===== src/rtl/da_pkg.sv =====
// Shared types and default sizing for the distributed-arithmetic filter datapath.
package da_pkg;

    localparam int unsigned DA_WIDTH = 20;
    localparam int unsigned DA_TAPS  = 4;

    typedef enum logic {
        IDLE  = 1'b0,
        SHIFT = 1'b1
    } da_ser_state_t;

endpackage


===== src/rtl/da_ser_lane.sv =====
// One serializer lane: parallel load, then sign-extending right shift that
// presents one bit per cycle at the LSB.
module da_ser_lane
    import da_pkg::*;
#(
    parameter int unsigned WIDTH = DA_WIDTH
) (
    input  logic             clk,
    input  logic             rst,
    input  logic             i_load,
    input  logic             i_shift,
    input  logic [WIDTH-1:0] i_data,
    output logic             o_lsb
);

    logic [WIDTH-1:0] r_ser;

    // Load wins over shift so a reload on the final bit starts the next word cleanly.
    always_ff @(posedge clk) begin
        if (rst) begin
            r_ser <= '0;
        end else if (i_load) begin
            r_ser <= i_data;
        end else if (i_shift) begin
            r_ser <= {r_ser[WIDTH-1], r_ser[WIDTH-1:1]};
        end
    end

    assign o_lsb = r_ser[0];

endmodule


===== src/rtl/da_tap_serializer.sv =====
// TAPS-deep sample delay line feeding TAPS parallel bit-serial lanes; emits one
// DA LUT address bit per tap each cycle with first/sign strobes.
module da_tap_serializer
    import da_pkg::*;
#(
    parameter int unsigned WIDTH = DA_WIDTH,
    parameter int unsigned TAPS  = DA_TAPS
) (
    input  logic             clk,
    input  logic             rst,
    input  logic             en,
    input  logic             clr,
    input  logic             in_valid,
    output logic             in_ready,
    input  logic [WIDTH-1:0] in_data,
    output logic             addr_valid,
    output logic [TAPS-1:0]  addr,
    output logic             addr_first,
    output logic             addr_last,
    output logic             busy
);

    localparam int unsigned CNT_W = $clog2(WIDTH);
    localparam logic [CNT_W-1:0] CNT_LAST = CNT_W'(WIDTH - 1);

    da_ser_state_t    r_state;
    da_ser_state_t    w_state_nxt;
    logic [CNT_W-1:0] r_cnt;
    logic [WIDTH-1:0] r_tap    [TAPS];
    logic [WIDTH-1:0] w_lane_d [TAPS];
    logic             w_cnt_last;
    logic             w_load;
    logic             w_shift;

    assign w_cnt_last = (r_cnt == CNT_LAST);
    assign w_shift    = en && (r_state == SHIFT);
    assign in_ready   = en && ((r_state == IDLE) || w_cnt_last);
    assign w_load     = in_valid && in_ready;

    always_ff @(posedge clk) begin
        if (rst) begin
            r_state <= IDLE;
        end else begin
            r_state <= w_state_nxt;
        end
    end

    always_comb begin
        w_state_nxt = r_state;
        if (w_load) begin
            w_state_nxt = SHIFT;
        end else if (w_shift && w_cnt_last) begin
            w_state_nxt = IDLE;
        end
    end

    // Bit counter parks at zero between samples.
    always_ff @(posedge clk) begin
        if (rst) begin
            r_cnt <= '0;
        end else if (w_load) begin
            r_cnt <= '0;
        end else if (w_shift) begin
            r_cnt <= w_cnt_last ? '0 : r_cnt + CNT_W'(1);
        end
    end

    // Lane k loads the post-shift delay line, so clr zeroes every older tap.
    for (genvar k = 0; k < TAPS; k++) begin : g_tap
        if (k == 0) begin : g_head
            assign w_lane_d[k] = in_data;
        end else begin : g_tail
            assign w_lane_d[k] = clr ? '0 : r_tap[k-1];
        end

        da_ser_lane #(
            .WIDTH (WIDTH)
        ) u_lane (
            .clk     (clk),
            .rst     (rst),
            .i_load  (w_load),
            .i_shift (w_shift),
            .i_data  (w_lane_d[k]),
            .o_lsb   (addr[k])
        );
    end

    always_ff @(posedge clk) begin
        if (rst) begin
            for (int k = 0; k < TAPS; k++) begin
                r_tap[k] <= '0;
            end
        end else if (en) begin
            if (w_load) begin
                for (int k = 0; k < TAPS; k++) begin
                    r_tap[k] <= w_lane_d[k];
                end
            end else if (clr) begin
                for (int k = 0; k < TAPS; k++) begin
                    r_tap[k] <= '0;
                end
            end
        end
    end

    assign addr_valid = w_shift;
    assign addr_first = w_shift && (r_cnt == '0);
    assign addr_last  = w_shift && w_cnt_last;
    assign busy       = (r_state == SHIFT);

endmodule


===== config.mk =====
export PLATFORM = sky130hd
export DESIGN_NAME = da_tap_serializer
export DESIGN_NICKNAME = d
export VERILOG_FILES = /design/src/rtl/da_pkg.sv /design/src/rtl/da_ser_lane.sv /design/src/rtl/da_tap_serializer.sv
export SDC_FILE = /design/constraint.sdc
export NUM_CORES = 1
export LEC_CHECK = 0
export ABC_CLOCK_PERIOD_IN_PS = 2400
export CAP_MARGIN = 10
export CORE_MARGIN = 2
export CORE_UTILIZATION = 38
export DETAILED_ROUTE_END_ITERATION = 12
export SETUP_SLACK_MARGIN = 0.05
export SLEW_MARGIN = 20
export SYNTH_ARGS = -nofsm -noshare
export SYNTH_HDL_FRONTEND = slang
export SYNTH_SLANG_ARGS = --single-unit

===== constraint.sdc =====
create_clock -name clk -period 2.4 [get_ports clk]
set_clock_uncertainty 0.1 [all_clocks]
set_input_delay 0.36 -clock clk [delete_from_list [all_inputs] [get_ports clk]]
set_output_delay 0.36 -clock clk [all_outputs]
set_load 0.01 [all_outputs]

==> qor.csv, run 1 <==
stage;metric;value;unit
outcome;status;finished clean;
setup_path;max incr delay on CP;0.55;ns
setup_path;Crit path depth;5;
sta;Final min period;2.25;ns
synth;ys flop type;dfxtp_1;
synth;Synth area leaders;dfxtp_1 (37%), edfxtp_1 (21%), mux2i_1 (9.0%), o21bai_1 (5.0%), nand2_1 (4.2%);
finish;# diodes;0;
finish;Final #Nets;572;
global_routing;initial antenna violation count;0;
setup_path;Top cell by count, worst path;clkdlybuf4s50_1;
setup_path;crit path DAT;1.79;ns
routing;initial DRC count;170;
global_routing;first-pass GRT wire length;18.3;mm
die;Ports;34;
setup_path;crit path kind;in2out;
sta;Final Hold Viols;0;
finish;share of layout cells above drive strength 1;0.126;
cts;# hold bufs at CTS;0;
sta;Max Clock Freq;444;MHz
setup_path;Critical Path Source Type;primary input;
hold_path;Hold Path Class;reg2reg;
routing;Routed WL;10.6;mm
synth;cell taking the most area after synthesis;dfxtp_1;
global_routing;All-Layer GR Usage;0.144;
placement;placed instance count;708;
setup_path;Critical Path Sink Type;primary output;
synth;commonest cells in the synthesized netlist;dfxtp_1 (106), nand2_1 (65), mux2i_1 (52), edfxtp_1 (40), o21bai_1 (38);
routing;routed vias;3644;
cts;H-tree depth;4;
sta;RSZ-0062 raised after global routing;false;
cts;clk root buf;clkbuf_16;
setup_path;CP Buf/Inv Count;4;
setup_path;Crit Path Max Fanout;5;
sta;fin crit share;0.938;
routing;drt pass-1 iters;4;
sta;worst-margin pin slew;0.595;ns
flow_run;MaxCap Viol Count;0;
power_and_ir_drop;Max VDD drop;0.368;mV
cts;clk slew on worst S/H paths;0.05;ns
die;Die Wd;127;um
power_and_ir_drop;P_leak;0.00248;uW
global_routing;vias in the first global route;3796;
cts;CTS tree;built;
setup_path;Required @ worst endpoint;1.94;ns
routing;post-route ant nets;0;
sta;Max-slew headroom;0.601;
synth;Net Count, Synth;533;
synth;Avg Cell Area, Syn;11.4;sq um
power_and_ir_drop;PwrDens;765;mW/mm^2
global_routing;Congestion Overflow GR;0;
setup_path;slowest CP cell;clkdlybuf4s50_1;
die;Initial Util;0.393;
die;Die Area;0.0161;sq mm
die;die span in y;127;um
routing;routed len/inst;14.3;um
cts;Clock Latency Late Sink;0.41;ns
setup_path;Critical Path, Cell by Cell;clkdlybuf4s50_1, nand2_1, inv_2, buf_4, clkdlybuf4s50_1;
setup_path;Register-to-Register Path Depth;7;
die;Row Count;44;
power_and_ir_drop;Tot Pwr;5240;uW
synth;synth warn;0;
synth;Synth Cell Area;0.00575;sq mm
finish;Non-Filler Instances;740;
hold_path;Worst Hold Depth;2;
setup_path;CP top delay family;buffers and inverters;
synth;Netlist cell types;40;
placement;Detail Placement HPWL;7.10;mm
synth;sequential-to-total area share from yosys stat;0.578;
cts;CTS max path bufs;2;
cts;number of clock sinks;146;
synth;most common cell in the netlist;dfxtp_1;
die;core footprint;0.0146;sq mm
global_routing;largest net degree at the start of global routing;55;
finish;post-layout util;0.467;
sta;Slew Viols, Final;0;
synth;number of synthesized flops with an enable pin;40;
synth;Seq cells post-synth;146;
placement;routability-driven placement congestion ratio;0.759;
sta;final setup violation count;0;
routing;via-per-instance ratio;4.92;
synth;Synth top area share;0.369;
finish;Fillers;1357;
finish;area grow syn2layout;19.0;%
synth;async set-reset flop share out of synthesis;0;
synth;Gate Count Post-Synth;506;
placement;IO Port Bufs;33;
cts;CTS buffer count;17;
routing;Post-route DRC;0;
-- metal layers --
metal | routed length (um) | vias up | track usage | share of wire
li1 | - | 1873 | - | -
met3 | 325 | 17 | 0.0444 | 0.031
met5 | 0 | - | 0 | 0
met2 | 5070 | 39 | 0.235 | 0.48
met4 | 180 | 0 | 0.0562 | 0.017
met1 | 5010 | 1715 | 0.179 | 0.47
-- repair_timing --
action,CTS,global route
pin swaps,0,0
setup buffers,2,0
gates resized for setup,6,1
endpoints found under the setup margin,2,1
hold endpoints to repair,0,0
-- cell families after synthesis --
logic type | after synthesis | share of synthesized area
and+or+nand+nor | 141 | 0.124
muxes | 53 | 0.0925
DFF | 146 | 0.578
AOI/OAI and AO/OA | 119 | 0.156
buffers and inverters | 42 | 0.0405
adders and majority gates | 2 | 0.00435
xor gates and xnor gates | 3 | 0.00457
-- worst min-delay path, delay by kind of cell (launching register included) --
| kind | cells | cell delay [ns] |
|---|---|---|
| flops | 1 | 0.31 |
| compound gates | 1 | 0.05 |
| simple gates | 1 | 0.04 |
-- worst paths after layout --
path | from | end | slack (ns)
worst max-delay path | en | addr_valid | 0.15
worst min-delay path | r_tap[2][4] | g_tap[3].u_lane.r_ser[4] | 0.34
worst max register to register | r_cnt[0] | g_tap[1].u_lane.r_ser[7] | 0.37
worst min register to register | r_tap[2][4] | g_tap[3].u_lane.r_ser[4] | 0.34
-- where the power goes --
group	internal [uW]	switching, uW
Sequential	2630	38.9
Combinational	143	178
Clock	1360	887
Total	4130	1100
-- placed cells by master, fill, tap and decap left out, drive strengths merged, types with 2 or more instances in the layout --
cell type / netlist / final
dfxtp: 106 / 106
nand2: 65 / 65
mux2i: 52 / 52
edfxtp: 40 / 40
and2: 40 / 40
o21bai: 38 / 38
clkdlybuf4s50: 0 / 31
clkbuf: 10 / 29
nor2: 24 / 24
buf: 27 / 24
a22o: 18 / 18
a311oi: 17 / 17
o21ai: 16 / 16
a21oi: 15 / 15
a22oi: 6 / 6
inv: 5 / 5
a21o: 4 / 4
nand3: 4 / 4
xor2: 3 / 3
nor3: 2 / 2
nand4: 2 / 2
a211oi: 2 / 2
ha: 2 / 2
-- flip-flops by register name (all words and copies together) (netlist names) --
signal,cells
r_cnt,5
busy,1
r_tap,60
g_tap.u_lane.r_ser,80
-- area by class of cell --
cell class	count	area, sq um	share of cell area
Timing Repair Buffer	57	562	0.0821
Inverter	5	18.8	0.00274
Clock buffer	29	490	0.0717
Sequential cell	146	3330	0.486
Tap cell	184	230	0.0336
Multi-Input combinational cell	318	2210	0.323
Clock inverter	1	5.00	0.000731
-- metrics by stage --
step	setup slack, ns	hold WS [ns]	instance area [sq um]	setup TNS (ns)
after floorplan	0.135	0.318	5750	0
after global placement	0.0592	0.331	6320	0
after global routing	0.0750	0.377	6850	0
final	0.150	0.343	6850	0
after CTS	0.0622	0.344	6840	0
after detailed placement	-0.0202	0.330	6320	-0.0303
Note: power is estimated with default switching activity, not from simulation.
==> run 2, diff against run 1 <==
Settings changed: ABC_CLOCK_PERIOD_IN_PS 2400 to 2700, CORE_MARGIN 2 to 8.
Clock period 2.4 ns to 2.7 ns, I/O delays scaled along.
==> qor.csv, run 2 (same netlist as run 1, synthesis figures left out) <==
stage;metric;value;unit;change
outcome;status;finished clean;;unchanged
die;Die Wd;139;um;was 127 um
setup_path;Critical Path, Cell by Cell;ha_2, nand4bb_4, a21boi_0, clkdlybuf4s50_1;;was clkdlybuf4s50_1, nand2_1, inv_2, buf_4, clkdlybuf4s50_1
routing;initial DRC count;199;;was 170
sta;worst-margin pin slew;0.823;ns;was 0.595 ns
sta;Final Hold Viols;0;;unchanged
setup_path;Critical Path Source Type;flop;;was primary input
cts;Clock Latency Late Sink;0.41;ns;about the same
global_routing;initial antenna violation count;0;;unchanged
die;Row Count;45;;was 44
sta;Max-slew headroom;0.450;;was 0.601
finish;share of layout cells above drive strength 1;0.126;;about the same
sta;Slew Viols, Final;0;;unchanged
placement;routability-driven placement congestion ratio;0.749;;was 0.759
routing;drt pass-1 iters;4;;unchanged
power_and_ir_drop;Tot Pwr;4920;uW;was 5240 uW
cts;H-tree depth;4;;unchanged
die;Initial Util;0.384;;was 0.393
cts;CTS buffer count;17;;unchanged
sta;Max Clock Freq;393;MHz;
setup_path;Register-to-Register Path Depth;6;;was 7
sta;RSZ-0062 raised after global routing;false;;unchanged
global_routing;Congestion Overflow GR;0;;unchanged
setup_path;Critical Path Sink Type;primary output;;unchanged
power_and_ir_drop;Max VDD drop;0.390;mV;was 0.368 mV
routing;via-per-instance ratio;4.97;;was 4.92
global_routing;first-pass GRT wire length;18.0;mm;was 18.3 mm
die;Ports;34;;unchanged
finish;commonest cells after routing, fill and taps aside;dfxtp_1 (105), nand2_1 (64), mux2i_1 (52);;was dfxtp_1 (104), nand2_1 (65), mux2i_1 (52)
sta;fin crit share;0.943;;
sta;setup TNS;0;ns;unchanged
setup_path;Required @ worst endpoint;2.19;ns;was 1.94 ns
flow_run;MaxCap Viol Count;0;;unchanged
die;core footprint;0.0150;sq mm;was 0.0146 sq mm
finish;Biggest register;g_tap.u_lane.r_ser;;unchanged
finish;Final Cell Area;0.00688;sq mm;was 0.00685 sq mm
finish;post-layout util;0.459;;was 0.467
routing;Routed WL;10.6;mm;about the same
global_routing;All-Layer GR Usage;0.116;;was 0.144
setup_path;crit path DAT;2.04;ns;was 1.79 ns
cts;# hold bufs at CTS;0;;unchanged
cts;clk root buf;clkbuf_16;;unchanged
setup_path;Crit Path Max Fanout;7;;was 5
cts;CTS max path bufs;2;;unchanged
die;Die Area;0.0193;sq mm;was 0.0161 sq mm
placement;Post-Place Cell Area;0.00628;sq mm;was 0.00632 sq mm
cts;CTS tree;built;;unchanged
sta;worst setup slack after layout;0.154;ns;was 0.150 ns
setup_path;slowest CP cell;clkdlybuf4s50_1;;unchanged
finish;area grow syn2layout;19.6;%;was 19.0%
setup_path;crit path kind;reg2out;;was in2out
setup_path;RR Endpoint;r_tap[2][15];;was g_tap[1].u_lane.r_ser[7]
routing;routed len/inst;14.4;um;was 14.3 um
placement;IO Port Bufs;33;;unchanged
cts;number of clock sinks;146;;unchanged
finish;top flop regs;g_tap.u_lane.r_ser (80), r_tap (60), r_cnt (5);;unchanged
finish;Final #Nets;563;;was 572
setup_path;Worst R2R Setup Slack;0.40;ns;was 0.37 ns
sta;Final min period;2.55;ns;
power_and_ir_drop;PwrDens;715;mW/mm^2;was 765 mW/mm^2
die;die span in y;139;um;was 127 um
sta;final setup violation count;0;;unchanged
placement;Detail Placement HPWL;7.27;mm;was 7.10 mm
global_routing;vias in the first global route;3779;;was 3796
setup_path;Worst setup endpoint;in_ready;;was addr_valid
setup_path;max incr delay on CP;0.56;ns;was 0.55 ns
finish;commonest non-fill, non-tap cell in the layout;dfxtp_1;;unchanged
cts;Post-CTS Setup Bufs;0;;was 2
routing;routed vias;3663;;was 3644
power_and_ir_drop;P_leak;0.00247;uW;was 0.00248 uW
cts;clk slew on worst S/H paths;0.06;ns;was 0.05 ns
finish;# diodes;0;;unchanged
setup_path;FF-to-FF Start;r_cnt[0];;unchanged
finish;Fillers;1392;;was 1357
finish;max FFs per register;80;;unchanged
global_routing;largest net degree at the start of global routing;57;;was 55
routing;Post-route DRC;0;;unchanged
routing;post-route ant nets;0;;unchanged
setup_path;CP Launch Point;r_cnt[1];;was en
placement;Placement Setup Slack;0.0416;ns;was -0.0202 ns
hold_path;Hold Path Class;reg2reg;;unchanged
run 2: layout make-up:
type | count | area (sq um) | share of cell area
Timing Repair Buffer | 48 | 505 | 0.0735
Inverter | 5 | 20.0 | 0.00291
Tap cell | 188 | 235 | 0.0342
Clock buffer | 25 | 551 | 0.0800
Clock inverter | 7 | 40.0 | 0.00582
Sequential cell | 146 | 3320 | 0.483
Multi-Input combinational cell | 318 | 2200 | 0.320
run 2: timing repair:
action,in CTS,in global routing
setup endpoints to repair,1,2
cloned,0,0
hold endpoints to repair,0,0
resized for setup,1,2
run 2: metal layers:
metal / vias up / global-route usage / routed length, um / part of all wire
li1: 1861 / - / - / -
met1: 1729 / 0.134 / 5020 / 0.47
met2: 54 / 0.194 / 5090 / 0.48
met3: 19 / 0.0324 / 312 / 0.029
met4: 0 / 0.0607 / 230 / 0.022
met5: - / 0 / 0 / 0
run 2: how the worst min path moves through the flow:
stage          depth (start not counted)          from                         to
2_1_floorplan                          2  r_tap[2][18]  g_tap[3].u_lane.r_ser[18]
3_3_place_gp                           2   r_tap[2][4]   g_tap[3].u_lane.r_ser[4]
3_5_place_dp                           2   r_tap[2][5]   g_tap[3].u_lane.r_ser[5]
4_1_cts                                2   r_tap[2][5]   g_tap[3].u_lane.r_ser[5]
5_1_grt                                2  r_tap[2][18]  g_tap[3].u_lane.r_ser[18]
6_report                               2  r_tap[2][18]  g_tap[3].u_lane.r_ser[18]
run 2: where the power goes:
part / total, uW / internal, uW / leakage (uW) / switching (uW)
Combinational: 281 / 125 / 0.000876 / 156
Clock: 2270 / 1410 / 0.000298 / 855
Sequential: 2370 / 2330 / 0.00130 / 34.7
run 2: critical path: cells and delay by family (launching register included):
kind / cells / cell delay [ns]
AOI/OAI and AO/OA: 1 / 0.23
adders and majority gates: 1 / 0.25
buffers and inverters: 1 / 0.56
DFF: 1 / 0.37
and+or+nand+nor: 1 / 0.21
run 2: through the flow:
stage               std cells  hold slack (ns)
finish                    737            0.346
floorplan                 506            0.318
global route              737            0.369
detailed placement        705            0.337
CTS                       737            0.355
global placement          705            0.334
